### src/rtl/div_if.sv
// Request/response bundle between the execute stage and the divider.
// The divider side also exposes its FSM state for observation.
interface div_if;
    logic [31:0] div_data1_i;
    logic [31:0] div_data2_i;
    logic        div_signed_i;
    logic        div_start_i;
    logic        div_cancel_i;
    logic [63:0] div_result_o;
    logic        div_done_o;
    logic [1:0]  div_state_o;

    modport master (
        output div_data1_i, div_data2_i, div_signed_i, div_start_i, div_cancel_i,
        input  div_result_o, div_done_o, div_state_o
    );

    modport slave (
        input  div_data1_i, div_data2_i, div_signed_i, div_start_i, div_cancel_i,
        output div_result_o, div_done_o, div_state_o
    );
endinterface

### src/rtl/div.sv
// Multi-cycle 32-bit integer divider: radix-2 restoring division on operand
// magnitudes, one quotient bit per cycle, signs restored on completion.
module div (
    input  logic clk,
    input  logic rst,
    div_if.slave bus
);
    // Handshake: the requester raises div_start_i with stable operands and holds
    // it until div_done_o pulses for one cycle; result is valid in that cycle.
    // Dropping start or raising cancel while busy abandons the operation.
    typedef enum logic [1:0] {IDLE = 2'd0, BUSY = 2'd1, DONE = 2'd2} state_t;

    state_t      state_q, state_nxt;
    logic [31:0] dividend_q, dividend_nxt;
    logic [31:0] divisor_q, divisor_nxt;
    logic [31:0] rem_q, rem_nxt;
    logic [31:0] quot_q, quot_nxt;
    logic [4:0]  count_q, count_nxt;
    logic        qneg_q, qneg_nxt;
    logic        rneg_q, rneg_nxt;
    logic [63:0] result_q, result_nxt;
    logic        done_q, done_nxt;

    logic [31:0] abs1, abs2;
    logic [32:0] rem33;
    logic [31:0] rem_step, quot_step, rem_fix, quot_fix;

    // Magnitudes; 0x8000_0000 negates to itself and is read as unsigned 2^31.
    assign abs1 = (bus.div_signed_i && bus.div_data1_i[31]) ? (32'd0 - bus.div_data1_i)
                                                            : bus.div_data1_i;
    assign abs2 = (bus.div_signed_i && bus.div_data2_i[31]) ? (32'd0 - bus.div_data2_i)
                                                            : bus.div_data2_i;

    assign rem33     = {rem_q, dividend_q[31]} - {1'b0, divisor_q};
    assign rem_step  = rem33[32] ? {rem_q[30:0], dividend_q[31]} : rem33[31:0];
    assign quot_step = {quot_q[30:0], ~rem33[32]};
    assign quot_fix  = qneg_q ? (32'd0 - quot_step) : quot_step;
    assign rem_fix   = rneg_q ? (32'd0 - rem_step) : rem_step;

    always_ff @(posedge clk) begin
        if (rst) begin
            state_q    <= IDLE;
            dividend_q <= 32'd0;
            divisor_q  <= 32'd0;
            rem_q      <= 32'd0;
            quot_q     <= 32'd0;
            count_q    <= 5'd0;
            qneg_q     <= 1'b0;
            rneg_q     <= 1'b0;
            result_q   <= 64'd0;
            done_q     <= 1'b0;
        end else begin
            state_q    <= state_nxt;
            dividend_q <= dividend_nxt;
            divisor_q  <= divisor_nxt;
            rem_q      <= rem_nxt;
            quot_q     <= quot_nxt;
            count_q    <= count_nxt;
            qneg_q     <= qneg_nxt;
            rneg_q     <= rneg_nxt;
            result_q   <= result_nxt;
            done_q     <= done_nxt;
        end
    end

    always_comb begin
        state_nxt    = state_q;
        dividend_nxt = dividend_q;
        divisor_nxt  = divisor_q;
        rem_nxt      = rem_q;
        quot_nxt     = quot_q;
        count_nxt    = count_q;
        qneg_nxt     = qneg_q;
        rneg_nxt     = rneg_q;
        result_nxt   = result_q;
        done_nxt     = 1'b0;
        case (state_q)
            IDLE: begin
                if (bus.div_start_i && !bus.div_cancel_i) begin
                    if (bus.div_data2_i == 32'd0) begin
                        // Divide by zero: raw dividend as remainder, all-ones quotient.
                        result_nxt = {bus.div_data1_i, 32'hFFFF_FFFF};
                        done_nxt   = 1'b1;
                        state_nxt  = DONE;
                    end else begin
                        dividend_nxt = abs1;
                        divisor_nxt  = abs2;
                        qneg_nxt     = bus.div_signed_i & (bus.div_data1_i[31] ^ bus.div_data2_i[31]);
                        rneg_nxt     = bus.div_signed_i & bus.div_data1_i[31];
                        rem_nxt      = 32'd0;
                        quot_nxt     = 32'd0;
                        count_nxt    = 5'd0;
                        state_nxt    = BUSY;
                    end
                end
            end
            BUSY: begin
                if (bus.div_cancel_i || !bus.div_start_i) begin
                    state_nxt = IDLE;
                end else begin
                    dividend_nxt = {dividend_q[30:0], 1'b0};
                    rem_nxt      = rem_step;
                    quot_nxt     = quot_step;
                    count_nxt    = count_q + 5'd1;
                    if (count_q == 5'd31) begin
                        result_nxt = {rem_fix, quot_fix};
                        done_nxt   = 1'b1;
                        state_nxt  = DONE;
                    end
                end
            end
            DONE: begin
                state_nxt = IDLE;
            end
            default: begin
                state_nxt = IDLE;
            end
        endcase
    end

    assign bus.div_result_o = result_q;
    assign bus.div_done_o   = done_q;
    assign bus.div_state_o  = state_q;
endmodule

### src/flat_wrapper.sv
// flat-port wrapper written by rule: the top's interface ports become plain ports
module div_flat 
  (clk, rst, bus_div_data1_i, bus_div_data2_i, bus_div_signed_i, bus_div_start_i, bus_div_cancel_i, bus_div_result_o, bus_div_done_o, bus_div_state_o);
  div_if bus_i ();
  input  logic clk;
  input  logic rst;
  input wire logic [$bits(bus_i.div_data1_i)-1:0] bus_div_data1_i;
  input wire logic [$bits(bus_i.div_data2_i)-1:0] bus_div_data2_i;
  input wire logic [$bits(bus_i.div_signed_i)-1:0] bus_div_signed_i;
  input wire logic [$bits(bus_i.div_start_i)-1:0] bus_div_start_i;
  input wire logic [$bits(bus_i.div_cancel_i)-1:0] bus_div_cancel_i;
  output wire logic [$bits(bus_i.div_result_o)-1:0] bus_div_result_o;
  output wire logic [$bits(bus_i.div_done_o)-1:0] bus_div_done_o;
  output wire logic [$bits(bus_i.div_state_o)-1:0] bus_div_state_o;
  assign bus_i.div_data1_i = bus_div_data1_i;
  assign bus_i.div_data2_i = bus_div_data2_i;
  assign bus_i.div_signed_i = bus_div_signed_i;
  assign bus_i.div_start_i = bus_div_start_i;
  assign bus_i.div_cancel_i = bus_div_cancel_i;
  assign bus_div_result_o = bus_i.div_result_o;
  assign bus_div_done_o = bus_i.div_done_o;
  assign bus_div_state_o = bus_i.div_state_o;
  div u_core (.clk(clk), .rst(rst), .bus(bus_i));
endmodule
### config.mk
export PLATFORM = sky130hd
export DESIGN_NAME = div_flat
export DESIGN_NICKNAME = d
export VERILOG_FILES = /design/src/rtl/div_if.sv /design/src/rtl/div.sv /design/src/flat_wrapper.sv
export SDC_FILE = /design/constraint.sdc
export NUM_CORES = 1
export LEC_CHECK = 0
export BUFFER_PORTS_ARGS = -buffer_cell sky130_fd_sc_hd__buf_2
export CORE_ASPECT_RATIO = 1.75
export CORE_MARGIN = 2
export CORE_UTILIZATION = 25
export CTS_BUF_LIST = sky130_fd_sc_hd__clkbuf_8
export CTS_CLUSTER_SIZE = 10
export DETAILED_ROUTE_END_ITERATION = 6
export GPL_TIMING_DRIVEN = 0
export PLACE_DENSITY_LB_ADDON = 0.05
export SLEW_MARGIN = 5
export SYNTH_ARGS = -nofsm -noshare
export SYNTH_HDL_FRONTEND = slang
export SYNTH_SLANG_ARGS = --single-unit
### constraint.sdc
create_clock -name clk -period 5.45 [get_ports clk]
set_input_delay 0 -clock clk [delete_from_list [all_inputs] [get_ports clk]]
set_output_delay 0 -clock clk [all_outputs]
set_load 0.01 [all_outputs]
==> run summary, run 1 <==
The fraction of synthesis flops using an asynchronous set or reset pin came out at 0%. The analysis attributes to cell leakage a power of 0.00641 uW. The final total negative setup slack is 0 ns. The largest stage delay on the critical path came out at 0.54 ns. The area added between synthesis and finish came out at 24.3%.

The portion of synthesized cell area occupied by the leading cell type is 31.0%. The instance count of the mapped netlist came out at 1692. The kind of end point of the critical path is a flop. The worst setup slack after layout came out at 0.190 ns. The signal on the critical path passes through inv_1, ha_1, inv_1, fa_1, a211oi_2, or3_4, a211oi_4, o21a_1, o211a_4, inv_8, buf_6, buf_6, nor2_1, a21oi_2, ha_4, nand2_1, or4_1, mux2_2, o31ai_2, xnor2_1, nand2_1, a211oi_1. For this design the ratio of total power to cell area is 228 mW/mm^2. The die is 176 microns wide.

The critical path startpoint category is a flop. The aggregate global-route resource usage came out at 20.9%. The critical hold path startpoint is bus_div_data1_i[31]. The final cell area excluding filler cells came out at 0.0161 sq mm. The post-synthesis instance area came out at 0.0130 sq mm. The number of design-rule violations left by the first detailed-router iteration came out at 697. For this run, the number of Yosys warnings is 0. The total CTS buffers came out at 38. At the end of the flow, the number of nets in the layout was 2057. The clock tree from TritonCTS is built. The launch instance of the worst register-to-register path is u_core.dividend_q[31]. The run finished with clean final reports. For the final database, setup skew stands at 0.0282 ns.

The floorplan step defined a core boundary enclosing 0.0513 sq mm. The fraction of the yosys area taken by sequential cells came out at 31.0%. The number of antenna violations at the first check in global routing is 1. Summed over all instances, the cell type with the most area after synthesis is dfxtp_1. The tree is rooted in a clkbuf_8. The routed wire length per instance came out at 21.6 microns. The TritonCTS sink count came out at 201.

The DRC violation count after routing is 0. The floorplan step defined a die boundary enclosing 0.0538 sq mm. The worst slew slack as a fraction of its limit is 14.7%. The clock transition time at the flip-flop clock pins of the worst setup and hold paths came out at 0.07 ns.

The maximum number of pins on one net before global-route repair came out at 11. The prevailing post-synth register cell is dfxtp_1. The maximum clock path buffer count is 3. The slew of the pin with the lowest slew margin came out at 1.27 ns.

Yosys mapped a number of flops with a built-in enable equal to 0. The I/O pin count is 136. At the later pin of the worst-skew pair, clock insertion delay measures 0.59 ns. The H-tree was split into 2 levels. The fmax came out at 190 MHz. The detail-routed via count per cell is 5.05. The terminus of the critical flop-to-flop path is u_core.bus.div_result_o[50].

The minimum clock period after layout is 5.26 ns. The slowest stage cell on the critical path is or4_1. The final clock period utilization by the worst path came out at 96.5%. The first-pass GRT wire length is 84900 microns.

The count of maximum capacitance violations is 0. The vertical die dimension is 305 microns. Ranked by instance count, the synthesized netlist is headed by 281 x nor2_1, 201 x dfxtp_1, 128 x a21oi_1. The number of standard-cell rows in the floorplan is 110. In this run the worst hold path is classified as in -> reg.

The most critical setup path has its endpoint at u_core.bus.div_result_o[50]. The setup slack after placement came out at -1.09 ns. The number of different library cells used by synthesis comes to 85. The routed design has 57100 microns of wire. For this configuration, the core starts out at a cell density of 25.2%. The max-slew violation count was 0. The total cell area at the placement stage came out at 0.0145 sq mm. Before antenna repair, the detailed router went through 5 iterations. The fraction of layout instances using a drive strength above 1 came out at 13.8%. The total number of vias came out at 13360. Summed over all layers, the global routing overflow is 0. Ranked by total cell area, the synthesized netlist is headed by dfxtp_1 31%, nor2_1 8.1%, xnor2_1 5.0%.

The final hold violation count came out at 0. Hold is met by 0.0668 ns. The maximum vdd drop came out at 0.000153 V. The detailed placer's ending HPWL came out at 45400 microns. The critical path launch point is u_core.dividend_q[31]. The via count of the first global-routing pass is 13558. In this run the post-CTS setup repair buffer count came out at 0. The final antenna-violating net count is 0. The setup violation total in the final timing report came out at 0.

For the worst setup path, the data arrival time is 5.75 ns. Data on the critical path is required at its endpoint by 5.94 ns. The routability congestion estimate from global placement is 0.853. A synthesized cell averages 7.66 sq um. The critical path in this run is classified as reg -> reg.

The worst setup slack for register-to-register paths came out at 0.19 ns. Of all nets on the critical path, the largest fanout is 10. The logic depth of the worst register-to-register path is 22. Setup repair after global routing left no endpoint under its margin.

The count of buffers inserted at the top-level ports came out at 134. The number of flip-flops and latches in the synthesized netlist is 201. Among all cell types in the netlist, the one instantiated most often is nor2_1. The post-synthesis net count is 1800.
==> sequential cells by signal (all words and copies together) (netlist names) <==
register / flops
u_core.bus.div_result_o: 64
u_core.dividend_q: 32
u_core.divisor_q: 32
u_core.rem_q: 32
u_core.quot_q: 31
u_core.count_q: 5
u_core.bus.div_state_o: 2
u_core.bus.div_done_o: 1
u_core.qneg_q: 1
u_core.rneg_q: 1
==> what timing repair did <==
action / in CTS / in global routing
endpoints found under the setup margin: 14 / 10
endpoints found under the hold margin: 84 / 0
resized for setup: 22 / 7
pin swaps: 2 / 1
hold buffers: 83 / 0
==> placed cells by master (no fill, tap or decap), drive strengths merged, types with 23 or more instances in the layout <==
cell type and count:
a21oi 129, nor3 38, a22oi 60, buf 174, dlygate4sd3 83, o21ai 77
o31ai 24, clkbuf 119, nand3 23, dfxtp 201, a311oi 36, nand2 124
nor2 281, inv 66, and2 23, xor2 57, xnor2 74, ha 38
a211oi 83
==> critical path, delay by kind of cell (launching register included) <==
| kind | cells | cell delay (ns) |
|---|---|---|
| XOR/XNOR | 1 | 0.18 |
| AND/OR/NAND/NOR | 5 | 1.06 |
| AO/OA/AOI/OAI | 7 | 1.63 |
| buffers and inverters | 5 | 0.76 |
| flip-flops | 1 | 0.35 |
| multiplexers | 1 | 0.36 |
| adder cells (fa/ha/maj) | 3 | 0.81 |
==> layer usage <==
| layer | part of all wire, % | GRT usage [%] | up-vias |
|---|---|---|---|
| met4 | 3.8 | 8.00 | 0 |
| met2 | 55 | 41.7 | 304 |
| li1 | - | - | 6636 |
| met1 | 38 | 22.0 | 6337 |
| met3 | 3.1 | 2.03 | 83 |
| met5 | 0 | 0 | - |
==> metrics by stage <==
stage / util, % / power, uW / cells
after floorplan: - / 1940 / 1692
after CTS: 31.3 / 3740 / 2642
final: 31.4 / 3670 / 2643
after global placement: 28.2 / 2170 / 2498
after global routing: 31.4 / 3850 / 2643
after detailed placement: 28.2 / 2170 / 2498
==> area by class of cell <==
cell class | instances | area [sq um]
Clock inverter | 20 | 120
Tap cell | 672 | 841
Inverter | 54 | 210
Buffer | 118 | 531
Antenna cell | 1 | 2.50
Sequential cell | 201 | 4030
Clock buffer | 41 | 564
Timing Repair Buffer | 217 | 1500
Fill cell | 5671 | 35200
Multi-Input combinational cell | 1319 | 8320
==> worst min path at each step <==
stage | end | cells past startpoint | slack [ns]
CTS | u_core.bus.div_result_o[63] | 5 | 0.04
finish | u_core.bus.div_result_o[63] | 5 | 0.07
floorplan | u_core.divisor_q[0] | 2 | 0.15
global route | u_core.bus.div_result_o[63] | 5 | 0.09
global placement | u_core.divisor_q[1] | 3 | 0.32
detailed placement | u_core.divisor_q[18] | 3 | 0.33
==> power breakdown <==
group / leakage (uW) / switching [uW] / internal, uW / total [uW]
Sequential: 0.00163 / 17.1 / 1500 / 1520
Clock: 0.000399 / 733 / 739 / 1470
Combinational: 0.00438 / 428 / 256 / 684
==> cell families after synthesis <==
| family | count (synthesis) | share of synthesized area [%] |
|---|---|---|
| compound gates | 522 | 27.3 |
| xor+xnor | 131 | 8.85 |
| fa+ha+maj | 39 | 3.82 |
| buf+inv | 172 | 5.47 |
| flops | 201 | 31.0 |
| mux | 22 | 1.79 |
| simple gates | 605 | 21.8 |
(Power assumes the default switching activity.)
==> run 2: changes to the inputs <==
--- a/config.mk
+++ b/config.mk
@@ -6,6 +6,7 @@
 export NUM_CORES = 1
 export LEC_CHECK = 0
 export BUFFER_PORTS_ARGS = -buffer_cell sky130_fd_sc_hd__buf_2
+export CAP_MARGIN = 25
 export CORE_ASPECT_RATIO = 1.75
 export CORE_MARGIN = 2
 export CORE_UTILIZATION = 25
@@ -14,6 +15,7 @@
 export DETAILED_ROUTE_END_ITERATION = 6
 export GPL_TIMING_DRIVEN = 0
 export PLACE_DENSITY_LB_ADDON = 0.05
+export RECOVER_POWER = 100
 export SLEW_MARGIN = 5
 export SYNTH_ARGS = -nofsm -noshare
 export SYNTH_HDL_FRONTEND = slang
==> run summary, run 2 (synthesized netlist as in run 1, its figures left out) <==
The post-route clock skew is 0.0291 ns (+0.000849 ns). The net count of the finished layout is 2057 (unchanged). Leaving out fill and tap cells, the most frequent cells in the layout are 280 x nor2_1, 200 x dfxtp_1, 166 x clkbuf_1.

The number of standard-cell rows in the floorplan came out at 110 (unchanged). The number of design-rule violations left by the first detailed-router iteration is 751 (+7.7%). The total number of vias is 13455 (+0.71%). The fill cell total of the finished layout came out at 5644 (-0.48%). The number of H-tree branching levels came out at 2 (unchanged). The vertical die dimension was 305 microns (unchanged). The minimum clock period after layout is 5.25 ns (-0.00694 ns).

The leakage power total came out at 0.00606 uW (-5.3%). The maximum vdd drop was 0.000151 V (-1.2%). The die outline width was 176 microns (unchanged).

The data required time of the worst path is 5.86 ns (-0.08 ns). The non-filler instance count after layout came to 2646 (+0.11%). CTS placed an instance of clkbuf_8 at the clock tree root.

The setup violation total in the final timing report is 0 (unchanged). The clock transition time at the flip-flop clock pins of the worst setup and hold paths came to 0.07 ns (about the same). The slew of the pin with the lowest slew margin is 1.01 ns (-0.255 ns). The area inside the core boundary was 0.0513 sq mm (unchanged). The highest fanout seen on the critical path was 10 (unchanged).

The depth of the worst hold-timing path came to 5 (unchanged). The largest stage delay on the critical path came out at 0.55 ns (about the same). The final antenna-violating net count came out at 0 (unchanged). The total power divided by cell area came out at 233 mW/mm^2 (+2.3%).

The detailed placer's ending HPWL came out at 45500 microns (+0.29%). The source-to-sink clock delay at the later pin of the worst-skew pair is 0.59 ns (about the same). The routed wire length per instance is 21.6 microns (about the same). Among all stages on the critical path, the largest delay is contributed by or4_1. The I/O pin count is 136 (unchanged). The register cell area after layout came out at 0.00403 sq mm (unchanged). The area used by multi-input combinational logic is 0.00828 sq mm (-0.51%).

The via count of the first global-routing pass is 13640 (+0.60%). The count of buffers inserted at the top-level ports came to 134 (unchanged). STA classifies the critical path endpoint as a flop. The post-detailed-routing wire length is 57200 microns (+0.12%). The max-slew violation count was 0 (unchanged). The power consumption is 3740 uW (+1.7%). The fmax is 190 MHz (+0.13%). The DRC violation count after routing came out at 0 (unchanged). The length of the first detailed-routing pass in iterations came out at 5 (unchanged).

The maximum number of pins on one net before global-route repair is 11 (unchanged). The worst setup slack for register-to-register paths came out at 0.20 ns (about the same). The first-pass GRT wire length is 84500 microns (-0.43%). The final cell area excluding filler cells was 0.0160 sq mm (-0.61%).

By startpoint and endpoint, the worst setup path is classified as reg -> reg. The final clock period utilization by the worst path is 96.4% (-0.13 points). The final hold violation count is 0 (unchanged). The total cell area at the placement stage came out at 0.0145 sq mm (+0.17%). Setup repair after global routing left no endpoint under its margin. Leaving out fill and tap cells, the most frequent cell in the layout is nor2_1.

The flip-flop count of the largest register, all copies and words added is 64 (unchanged). The logic depth of the worst register-to-register path was 21 (-4.5%). The number of cells in the design after placement came out at 2500 (+0.080%).

The arrival time at the worst endpoint is 5.66 ns (-0.09 ns). The count of maximum capacitance violations is 0 (unchanged). The number of antenna violations at the first check in global routing came out at 1 (unchanged).

The fraction of layout instances using a drive strength above 1 is 9.28% (-4.5 points). The total CTS buffers was 37 (-2.6%). The aggregate global-route resource usage is 20.9% (-0.024 points).

The routability congestion estimate from global placement is 0.853 (unchanged). The run finished with clean final reports. The initial cell density of the core is 25.2% (unchanged). The path class of the tightest hold or removal check is in -> reg.

TritonCTS built the clock tree. The detail-routed via count per cell is 5.09 (+0.60%). The worst slew slack as a fraction of its limit is 32.5% (+18 points). The remaining global-route overflow came out at 0 (unchanged). The die footprint was 0.0538 sq mm (unchanged). The maximum clock path buffer count is 3 (unchanged). The TritonCTS sink count came out at 201 (unchanged). STA classifies the critical path startpoint as a flop. Relative to the synthesized area, the layout overhead comes to 23.6%. The critical path goes through inv_1, ha_1, inv_1, fa_2, a211oi_4, or3_4, a211oi_4, o21a_1, o211a_4, buf_6, buf_6, mux2i_4, ha_2, nand2_1, or4_1, nor2_2, and4b_2, o2bb2ai_2, o31ai_2, xor2_1, a211oi_1.
==> run 2: cell types whose count changed in the layout (fill, tap and decap cells not counted), sizes merged <==
cell,delta
buf,-88
bufinv,+1
clkinvlp,+2
clkbuf,+92
dlygate4sd3,-2
clkdlybuf4s18,+1
inv,-3
==> run 2: routing by layer <==
layer / vias to the layer above / wire length, microns / GRT usage (%)
li1: 6652 / - / -
met1: 6355 / 21700 / 21.7
met2: 338 / 30600 / 40.5
met3: 110 / 2020 / 2.44
met4: 0 / 2930 / 10.5
met5: - / 0 / 0
==> run 2: power by group <==
group / switching, uW / internal (uW) / leakage [uW]
clock network: 725 / 813 / 0.000414
logic: 428 / 254 / 0.00402
registers: 16.9 / 1500 / 0.00163
total: 1170 / 2570 / 0.00606
==> run 2: area by class of cell <==
| class | count | share of cell area, % |
|---|---|---|
| diodes | 1 | 0.0156 |
| plain buffers | 118 | 3.08 |
| clock buffers | 43 | 3.69 |
| clock inverters | 20 | 0.890 |
| inverters | 54 | 1.34 |
| multi-input cells | 1319 | 51.7 |
| flip-flops and latches | 201 | 25.1 |
| well taps | 672 | 5.25 |
| repair buffers | 218 | 8.92 |
==> run 2: repair_timing <==
item	in CTS	in global routing
endpoints found under the setup margin	14	9
hold buffers	81	0
pin swaps	3	1
resized for setup	21	7
hold endpoints to repair	85	0
gates cloned	0	0
setup buffers	1	0
==> run 2: worst paths after layout <==
kind / from / to
worst max register to register: u_core.dividend_q[31] / u_core.bus.div_result_o[60]
worst max-delay path: u_core.dividend_q[31] / u_core.bus.div_result_o[60]
worst min register to register: u_core.dividend_q[0] / u_core.dividend_q[0]
worst min-delay path: bus_div_data1_i[28] / u_core.dividend_q[28]
==> run 2: metrics by stage <==
| step | hold WS (ns) | setup slack [ns] | utilization (%) | TNS, ns |
|---|---|---|---|---|
| after detailed placement | 0.324 | -1.09 | 28.2 | -9.87 |
| after CTS | 0.0207 | 0.0382 | 31.4 | 0 |
| after floorplan | 0.147 | 0.880 | - | 0 |
| after global routing | 0.0740 | 0.00140 | 31.2 | 0 |
| final | 0.0594 | 0.197 | 31.2 | 0 |
| after global placement | 0.320 | -1.10 | 28.2 | -9.94 |
==> run 2: worst max-delay path, delay by kind of cell, from the launching register on <==
kind            cells  cell delay (ns)
mux                 1             0.29
fa+ha+maj           3             0.73
xor+xnor            1             0.20
simple gates        5             1.54
flops               1             0.37
compound gates      7             1.32
buf+inv             4             0.60
==> run 3: changes to the inputs <==
--- a/config.mk
+++ b/config.mk
@@ -7,14 +7,13 @@
 export LEC_CHECK = 0
 export BUFFER_PORTS_ARGS = -buffer_cell sky130_fd_sc_hd__buf_2
 export CAP_MARGIN = 25
-export CORE_ASPECT_RATIO = 1.75
 export CORE_MARGIN = 2
 export CORE_UTILIZATION = 25
 export CTS_BUF_LIST = sky130_fd_sc_hd__clkbuf_8
 export CTS_CLUSTER_SIZE = 10
 export DETAILED_ROUTE_END_ITERATION = 6
 export GPL_TIMING_DRIVEN = 0
-export PLACE_DENSITY_LB_ADDON = 0.05
+export PLACE_DENSITY_LB_ADDON = 0.3
 export RECOVER_POWER = 100
 export SLEW_MARGIN = 5
 export SYNTH_ARGS = -nofsm -noshare
==> run summary, run 3 (synthesized netlist as in run 1, its figures left out) <==
The number of antenna violations at the first check in global routing came out at 0 (-1). The clock power share came out at 42.2% (+1.1 points). The flip-flop count of the largest register, all copies and words added came to 64 (unchanged). The routed wire length per instance came out at 18.6 microns (-14%). The number of cells in the design after placement is 2506 (+0.24%). The final clock period utilization by the worst path is 95.3% (-1.1 points).

The initial cell density of the core is 25.3% (about the same). The non-filler instance count after layout came to 2653 (+0.26%). The highest fanout seen on the critical path came out at 19 (+9).

The fmax is 193 MHz (+1.1%). The count of maximum capacitance violations is 0 (unchanged). The post-detailed-routing wire length came to 49200 microns (-14%). The first-pass GRT wire length was 75300 microns (-11%).

The library cell used most frequently in the layout, excluding fill and tap cells, is nor2_1. The die outline width is 232 microns (+32%). The final cell area excluding filler cells came to 0.0160 sq mm (about the same).

The vertical die dimension came out at 232 microns (-24%). The internal power consumption is 2640 uW (+2.8%). The worst slew slack as a fraction of its limit is 36.6% (+4.1 points). The fill cell total of the finished layout was 5624 (-0.35%).

The source-to-sink clock delay at the later pin of the worst-skew pair is 0.60 ns (about the same). The flow ran to the end, and the final reports show no timing, DRC or antenna violations. The worst setup slack for register-to-register paths came out at 0.26 ns (+0.06 ns). The register cell area after layout came out at 0.00402 sq mm (about the same). The detailed placer's ending HPWL came out at 38500 microns (-15%). The buffers inserted during post-CTS setup optimization came out at 0 (-1). The data required time of the worst path is 5.94 ns (+0.08 ns). The top cell types in the final layout, fill and taps aside, are 281 x nor2_1, 201 x dfxtp_1, 166 x clkbuf_1. The slew of the pin with the lowest slew margin came to 0.951 ns (-0.0611 ns). The die footprint is 0.0537 sq mm (-0.13%). The number of design-rule violations left by the first detailed-router iteration came out at 984 (+31%). The area inside the core boundary is 0.0513 sq mm (about the same). The post-route clock skew is 0.0266 ns (-0.00245 ns).

The DRC violation count after routing is 0 (unchanged). The I/O pin count is 136 (unchanged). The leakage power total is 0.00608 uW (+0.29%). The portion of total power attributed to sequential cells was 40.3% (-0.3 points). The net switching power was 1130 uW (-3.1%). The area used by multi-input combinational logic came out at 0.00826 sq mm (-0.24%).

The final hold violation count came out at 0 (unchanged). The number of H-tree branching levels is 2 (unchanged). The worst setup path is launched from a flop.

The total CTS buffers is 39 (+5.4%). The antenna diode count is 0 (-1). The maximum clock path buffer count came out at 3 (unchanged).

The total cell area at the placement stage is 0.0145 sq mm (-0.10%). The root buffer cell chosen for the clock tree is clkbuf_8. The clock tree from TritonCTS is built. The final antenna-violating net count is 0 (unchanged).

The number of standard-cell rows in the floorplan is 83 (-25%). The aggregate global-route resource usage was 18.0% (-3.0 points). The minimum clock period after layout came out at 5.19 ns (-0.0585 ns).

The setup violation total in the final timing report is 0 (unchanged). The area added between synthesis and finish is 23.5% (about the same). The maximum number of pins on one net before global-route repair is 11 (unchanged). The via count of the first global-routing pass came out at 12941 (-5.1%). The path class of the lowest-slack min-delay path is in -> reg. The total power divided by cell area came to 236 mW/mm^2 (+1.0%).

The total number of vias is 13677 (+1.6%). The routability congestion estimate from global placement is 0.915 (+7.3%). The net count of the finished layout came out at 2055 (-0.097%). The worst setup path is captured at a flop. The post-route core utilization is 31.2% (about the same).

The maximum vdd drop is 0.000104 V (-31%). The max-slew violation count is 0 (unchanged). The fraction of layout instances using a drive strength above 1 came out at 8.82% (-0.46 points).

The share of power burned in combinational logic is 17.5% (-0.7 points). The detail-routed via count per cell came out at 5.16 (+1.4%). The fraction of power spent switching nets came out at 30.0% (-1.3 points). The critical path is of the reg -> reg type. The arrival time at the worst endpoint is 5.68 ns (+0.02 ns). The TritonCTS sink count is 201 (unchanged). The count of buffers inserted at the top-level ports is 134 (unchanged).

The clock transition time at the flip-flop clock pins of the worst setup and hold paths is 0.06 ns (about the same). The final-layout worst hold slack came out at 0.0829 ns (+0.0235 ns). The final total negative setup slack came out at 0 ns (unchanged). The remaining global-route overflow came out at 0 (unchanged). The length of the first detailed-routing pass in iterations came out at 5 (unchanged).
-- run 3: cell count changes in the layout (fill, tap and decap cells not counted), sizes merged --
cell,before,now
clkbuf,211,216
inv,63,67
buf,86,83
clkinv,7,4
clkinvlp,2,0
clkdlybuf4s18,1,0
diode,1,0
-- run 3: critical path, stage by stage, from the launching register on --
cell and delay [ns]:
dfxtp_1 0.35, inv_1 0.12, ha_1 0.23, inv_1 0.09
fa_1 0.42, a211oi_2 0.29, or3_1 0.24, a211oi_4 0.09
o21a_1 0.22, o211a_4 0.29, clkinv_4 0.12, buf_4 0.32
nor2_1 0.09, a21oi_2 0.22, ha_4 0.20, nand2_1 0.07
or4_1 0.54, nor2_1 0.11, and4b_1 0.27, o2bb2ai_1 0.18
o311a_1 0.33, o21ai_0 0.18, a21oi_1 0.08
-- run 3: final cells by class --
type,count,share of cell area (%)
Multi-Input combinational cell,1319,51.6
Sequential cell,201,25.1
Timing Repair Buffer,216,8.76
Tap cell,680,5.32
Clock buffer,48,4.13
Buffer,116,2.89
Inverter,54,1.30
Clock inverter,19,0.860
-- run 3: power groups by stage --
stage	registers (uW)	clock network, uW	logic, uW
finish	1520	1590	660
detailed placement	1550	0	596
global placement	1550	0	589
CTS	1520	1620	654
global route	1520	1680	725
floorplan	1550	0	398
-- run 3: stage by stage --
| stage | total power [uW] | setup WS [ns] |
|---|---|---|
| 2_1_floorplan | 1940 | 0.880 |
| 3_3_place_gp | 2140 | -0.331 |
| 3_5_place_dp | 2150 | -0.350 |
| 4_1_cts | 3800 | 0.0150 |
| 5_1_grt | 3930 | -0.00829 |
| 6_report | 3770 | 0.256 |
-- run 3: path summary, 6_finish.rpt --
kind | from | end | cells past startpoint
setup / recovery | u_core.dividend_q[31] | u_core.bus.div_result_o[62] | 22
hold / removal | bus_div_data1_i[27] | u_core.dividend_q[27] | 5
setup reg to reg | u_core.dividend_q[31] | u_core.bus.div_result_o[62] | 22
hold reg to reg | u_core.dividend_q[0] | u_core.dividend_q[0] | 2
-- run 3: metal layers --
layer  global-route usage [%]  routed length (microns)  part of all wire (%)  vias to the layer above
met1                     25.2                    23000                    47                     6494
met4                     4.67                     1100                   2.2                        0
met2                     28.5                    21700                    44                      470
met3                     2.84                     3380                   6.9                       73
li1                         -                        -                     -                     6640
met5                        0                        0                     0                        -
-- run 3: repair_timing --
| action | CTS | global route |
|---|---|---|
| pin swaps | 1 | 1 |
| hold endpoints to repair | 92 | 0 |
| hold buffers | 81 | 0 |
| resized for setup | 8 | 8 |
| setup endpoints to repair | 12 | 12 |
